==> config.mk <==
export PLATFORM = sky130hd
export DESIGN_NAME = countdown_timer
export DESIGN_NICKNAME = d
export VERILOG_FILES = /design/src/rtl/clock_pkg.sv /design/src/rtl/bcd_hms_dec.sv /design/src/rtl/countdown_timer.sv
export SDC_FILE = /design/constraint.sdc
export NUM_CORES = 1
export LEC_CHECK = 0
export CAP_MARGIN = 40
export CORE_MARGIN = 8
export CORE_UTILIZATION = 40
export CTS_BUF_LIST = sky130_fd_sc_hd__clkbuf_2
export DETAILED_ROUTE_END_ITERATION = 7
export SKIP_CTS_REPAIR_TIMING = 1
export SLEW_MARGIN = 20
export SYNTH_ARGS = -nofsm -noshare
export SYNTH_HDL_FRONTEND = slang
export SYNTH_SLANG_ARGS = --single-unit
==> constraint.sdc <==
create_clock -name clk -period 2.4 [get_ports clk]
set_input_delay 0.48 -clock clk [delete_from_list [all_inputs] [get_ports clk]]
set_output_delay 0.48 -clock clk [all_outputs]
set_load 0.005 [all_outputs]
==> src/rtl/clock_pkg.sv <==
// Shared definitions for the countdown timer: state encoding, BCD limits and
// the preset validity check.
package clock_pkg;

  typedef enum logic [1:0] {
    StIdle    = 2'd0,
    StRun     = 2'd1,
    StPause   = 2'd2,
    StExpired = 2'd3
  } state_e;

  localparam int unsigned BCD_TIME_W = 24;
  localparam logic [BCD_TIME_W-1:0] BCD_ZERO = 24'h000000;
  localparam logic [3:0] SEC_TENS_MAX = 4'd5;
  localparam logic [3:0] DIGIT_MAX    = 4'd9;

  // Digit order is {H1,H0,M1,M0,S1,S0}; the tens of minutes and seconds stop at 5.
  function automatic logic bcd_time_valid(logic [BCD_TIME_W-1:0] t);
    logic ok;
    ok = (t != BCD_ZERO);
    for (int i = 0; i < 6; i++) begin
      if (t[4*i +: 4] > DIGIT_MAX) ok = 1'b0;
    end
    if (t[7:4] > SEC_TENS_MAX || t[15:12] > SEC_TENS_MAX) ok = 1'b0;
    return ok;
  endfunction

endpackage

==> src/rtl/bcd_hms_dec.sv <==
// Combinational one-second decrement of an HH:MM:SS BCD word, with a flag for
// the final second.
module bcd_hms_dec
  import clock_pkg::*;
(
  input  logic [BCD_TIME_W-1:0] in_i,
  output logic [BCD_TIME_W-1:0] out_o,
  output logic                  is_one_o
);

  logic       borrow;
  logic [3:0] dig;
  logic [3:0] dig_max;

  always_comb begin
    out_o   = in_i;
    borrow  = 1'b1;
    dig     = 4'd0;
    dig_max = DIGIT_MAX;
    for (int i = 0; i < 6; i++) begin
      dig     = in_i[4*i +: 4];
      dig_max = (i == 1 || i == 3) ? SEC_TENS_MAX : DIGIT_MAX;
      if (borrow) begin
        if (dig == 4'd0) begin
          out_o[4*i +: 4] = dig_max;
        end else begin
          out_o[4*i +: 4] = dig - 4'd1;
          borrow          = 1'b0;
        end
      end
    end
  end

  assign is_one_o = (in_i == 24'h000001);

endmodule

==> src/rtl/countdown_timer.sv <==
// Kitchen countdown timer: preset register, one-second divider and a
// four-state control FSM driving a BCD HH:MM:SS count.
module countdown_timer
  import clock_pkg::*;
#(
  parameter int unsigned            CLK_HZ         = 50_000_000,
  parameter logic [BCD_TIME_W-1:0]  PRESET_DEFAULT = 24'h000100
) (
  input  logic                  clk,
  input  logic                  rst_n,
  input  logic [BCD_TIME_W-1:0] preset_value,
  input  logic                  preset_load,
  input  logic                  start_pause,
  input  logic                  clear,
  output logic [BCD_TIME_W-1:0] timer_display,
  output logic                  running,
  output logic                  expired
);

  localparam int unsigned    DivW   = (CLK_HZ > 1) ? $clog2(CLK_HZ) : 1;
  localparam logic [DivW-1:0] DivMax = DivW'(CLK_HZ - 1);

  state_e                  state_q, state_d;
  logic [BCD_TIME_W-1:0]   preset_q, preset_d;
  logic [BCD_TIME_W-1:0]   count_q, count_d;
  logic [DivW-1:0]         div_q, div_d;
  logic [BCD_TIME_W-1:0]   count_dec;
  logic                    count_is_one;
  logic                    load_ok;

  bcd_hms_dec u_dec (
    .in_i     (count_q),
    .out_o    (count_dec),
    .is_one_o (count_is_one)
  );

  assign load_ok = preset_load && bcd_time_valid(preset_value) &&
                   (state_q == StIdle || state_q == StPause);

  always_comb begin
    state_d  = state_q;
    preset_d = preset_q;
    count_d  = count_q;
    div_d    = div_q;
    if (clear) begin
      state_d = StIdle;
      count_d = preset_q;
      div_d   = '0;
    end else if (load_ok) begin
      state_d  = StIdle;
      preset_d = preset_value;
      count_d  = preset_value;
      div_d    = '0;
    end else begin
      unique case (state_q)
        StIdle: begin
          if (start_pause) begin
            state_d = StRun;
            div_d   = '0;
          end
        end
        StRun: begin
          if (start_pause) begin
            state_d = StPause;
          end else if (div_q == DivMax) begin
            div_d   = '0;
            count_d = count_dec;
            // The last tick lands on zero and parks the timer.
            if (count_is_one) state_d = StExpired;
          end else begin
            div_d = div_q + 1'b1;
          end
        end
        StPause: begin
          if (start_pause) state_d = StRun;
        end
        StExpired: begin
        end
        default: begin
          state_d = StIdle;
        end
      endcase
    end
  end

  always_ff @(posedge clk or negedge rst_n) begin
    if (!rst_n) begin
      state_q  <= StIdle;
      preset_q <= PRESET_DEFAULT;
      count_q  <= PRESET_DEFAULT;
      div_q    <= '0;
    end else begin
      state_q  <= state_d;
      preset_q <= preset_d;
      count_q  <= count_d;
      div_q    <= div_d;
    end
  end

  assign timer_display = count_q;
  assign running       = (state_q == StRun);
  assign expired       = (state_q == StExpired);

endmodule

==> reports/qor.yml <==
sta:
  tightest_slew_ns: 0.5206
  hold_violations: 0
  period_share_pct: 100.0
  slew_viol_final: 0
  relSlewSlack_pct: 64.85
  hold_slack_ns: 0.3818
  rsz0062_at_grt: "yes"
  tns_ns: -0.0007265
  fmax_mhz: 416.5
  fin_skew_ns: 0.04188
  setup_ws_ns: -0.0007265
  post-route-min-period_ns: 2.401
  setup_viol: 1
critical_path:
  worstPathRequired_ns: 2.84
  end_kind: "register"
  crit_slowest_cell: "dfrtp_2"
  crit_arrival_ns: 2.84
  worstPathCellList: "nor4b_4, nand4_2, or3_4, buf_8, or3_1, a211oi_1, o31ai_1"
  crit_type: "reg2reg"
  crit_family: "simple AND/OR/NAND/NOR gates"
  critical_path.startpoint_type: "register"
  critPathMaxStageDelay_ns: 0.49
  path_buf_inv: 1
  path_max_fanout: 14
synth:
  synth_area_per_cell_um2: 9.178
  netlist_area_um2: 4268
  synth_cell_type_count: 58
  synth_most_common_cell: "dfrtp_1"
  synth-seq-area-share_pct: 44.62
  synthFlopType: "dfrtp_1"
  async_flop_share_pct: 100.0
  ys_ff_latch: 76
  synth_top_area_share_pct: 43.39
  synth_common_cells: "74 x dfrtp_1, 54 x o21ai_0, 43 x nand2_1, 42 x nor2_1, 25 x o31ai_1"
  syn_nets: 495
  yosysWarnings: 0
  netlist_instances: 465
  synth-edff-count: 0
  synth_area_leaders: "dfrtp_1 43%, o21ai_0 6.3%, mux2_2 5.8%"
  yosysTopAreaCell: "dfrtp_1"
clocking:
  cts_buffer_depth: 2
  clk_latency_ns: 0.55
  cts.htree.levels: 3
  cts_sinks: 76
  cts_buffers: 9
  root_buffer: "clkbuf_2"
  clk_pin_slew_ns: 0.25
  cts_tree: "yes"
die:
  fp-row-count: 37
  io_pins: 55
  initial_core_util_pct: 41.34
  fp.dieW_um: 119.3
  core_um2: 10320
  die_y_um: 119.3
  die_area_um2: 14230
global_routing:
  grt_max_degree: 49
  track_usage_pct: 18.01
  grt_antenna_before_repair: 0
  grt_pass1_vias: 4190
  grt_overflow: 0
  grt_pass1_wl_um: 20780
finish:
  n_antenna_cell: 0
  fin_cells: 737
  fin_util_pct: 56.51
  drive_above_1_share_pct: 27.62
  areaGrowthSynthToFinish_pct: 36.70
  fin_nets: 626
  finalInstanceArea_um2: 5834
placed_design:
  place.gp.congestion: 0.8571
  dp_hpwl_um: 9595
  port_buffers: 54
  placed_area_um2: 5622
  dpl_worst_slack_ns: -0.3202
  placed_cells: 719
drt:
  drc_errors: 0
  wl_per_cell_um: 17.39
  ant_nets: 0
  vias: 4170
  totalWireLength_um: 12820
  first_pass_iters: 4
  vias_per_cell: 5.658
  drt-initial-drc-count: 281
worst_hold_path:
  worstHoldPathType: "in2async"
status:
  outcome: "finished, violations left"
  violations: "negative setup slack"
power:
  p_per_area_nw_per_um2: 477.2
  leakage_nw: 2.561
  total_power_mw: 2.784
  vdd_drop_max_uv: 308.1
job:
  drv_cap: 0
cell type report:
class	instances	area [um2]
Multi-Input combinational cell	353	2323
Clock inverter	6	41.29
Sequential cell	76	1908
Tap cell	136	170.2
Inverter	6	22.52
Fill cell	965	4489
Timing Repair Buffer	150	1319
Clock buffer	10	50.05
power by group:
group / total [mW] / switching, mW / internal (mW)
logic: 0.722 / 0.357 / 0.365
registers: 1.45 / 0.0799 / 1.37
clock network: 0.615 / 0.478 / 0.137
cells in the final DEF (no fill, tap or decap), drive strengths merged, types with 2 or more instances in the layout:
cell type,count
nor2b,5
clkinvlp,3
or3,7
nand3,10
buf,96
xor2,3
nor4,22
inv,6
a31oi,8
or2,4
and2,8
mux2,22
o211ai,2
mux2i,4
a211oi,9
nor2,42
nor3,9
a21boi,2
nand4b,2
o31ai,25
clkinv,3
and4b,3
nand2,43
nor3b,2
o31a,3
o21ai,55
nand4,20
a21oi,7
and4,3
clkdlybuf4s50,53
dfstp,2
and3,12
clkbuf,10
a221oi,2
or4,3
dfrtp,74
logic make-up (layout without fill, tap and decap cells):
| kind of cell | Yosys count | count (layout) | synth area share [%] |
|---|---|---|---|
| flip-flops | 76 | 76 | 44.62 |
| AND/OR/NAND/NOR | 198 | 198 | 25.53 |
| multiplexers | 26 | 26 | 6.743 |
| AO/OA/AOI/OAI | 124 | 124 | 18.38 |
| XOR/XNOR | 4 | 4 | 0.8210 |
| adder cells (fa/ha/maj) | 1 | 1 | 0.2931 |
| buffers and inverters | 36 | 172 | 3.606 |
worst reg2reg max path: stages, from the launching register on:
cell,delay [ns]
dfrtp_2,0.49
nor4b_4,0.31
nand4_2,0.18
or3_4,0.41
buf_8,0.16
or3_1,0.37
a211oi_1,0.30
o31ai_1,0.11
path summary, 6_finish.rpt:
path,startpoint,endpoint,slack [ns],cells past startpoint
max in group asynchronous,rst_n,preset_q[8],1.37,3
hold reg to reg,preset_q[21],timer_display[21],0.46,2
hold / removal,rst_n,div_q[6],0.38,2
setup reg to reg,div_q[10],timer_display[17],-0.0007,7
min in group clk,preset_q[21],timer_display[21],0.46,2
setup / recovery,div_q[10],timer_display[17],-0.0007,7
flip-flops by register name, indices dropped and copies added (netlist names):
| name | flops |
|---|---|
| div_q | 26 |
| state_q | 2 |
| preset_q | 24 |
| timer_display | 24 |
metal layers:
layer	GRT usage, %	wire [um]
met5	0	0
met4	8.431	245
met3	3.401	545
met2	29.79	6215
met1	22.32	5810
No activity file was read; power rests on OpenSTA's default activity.
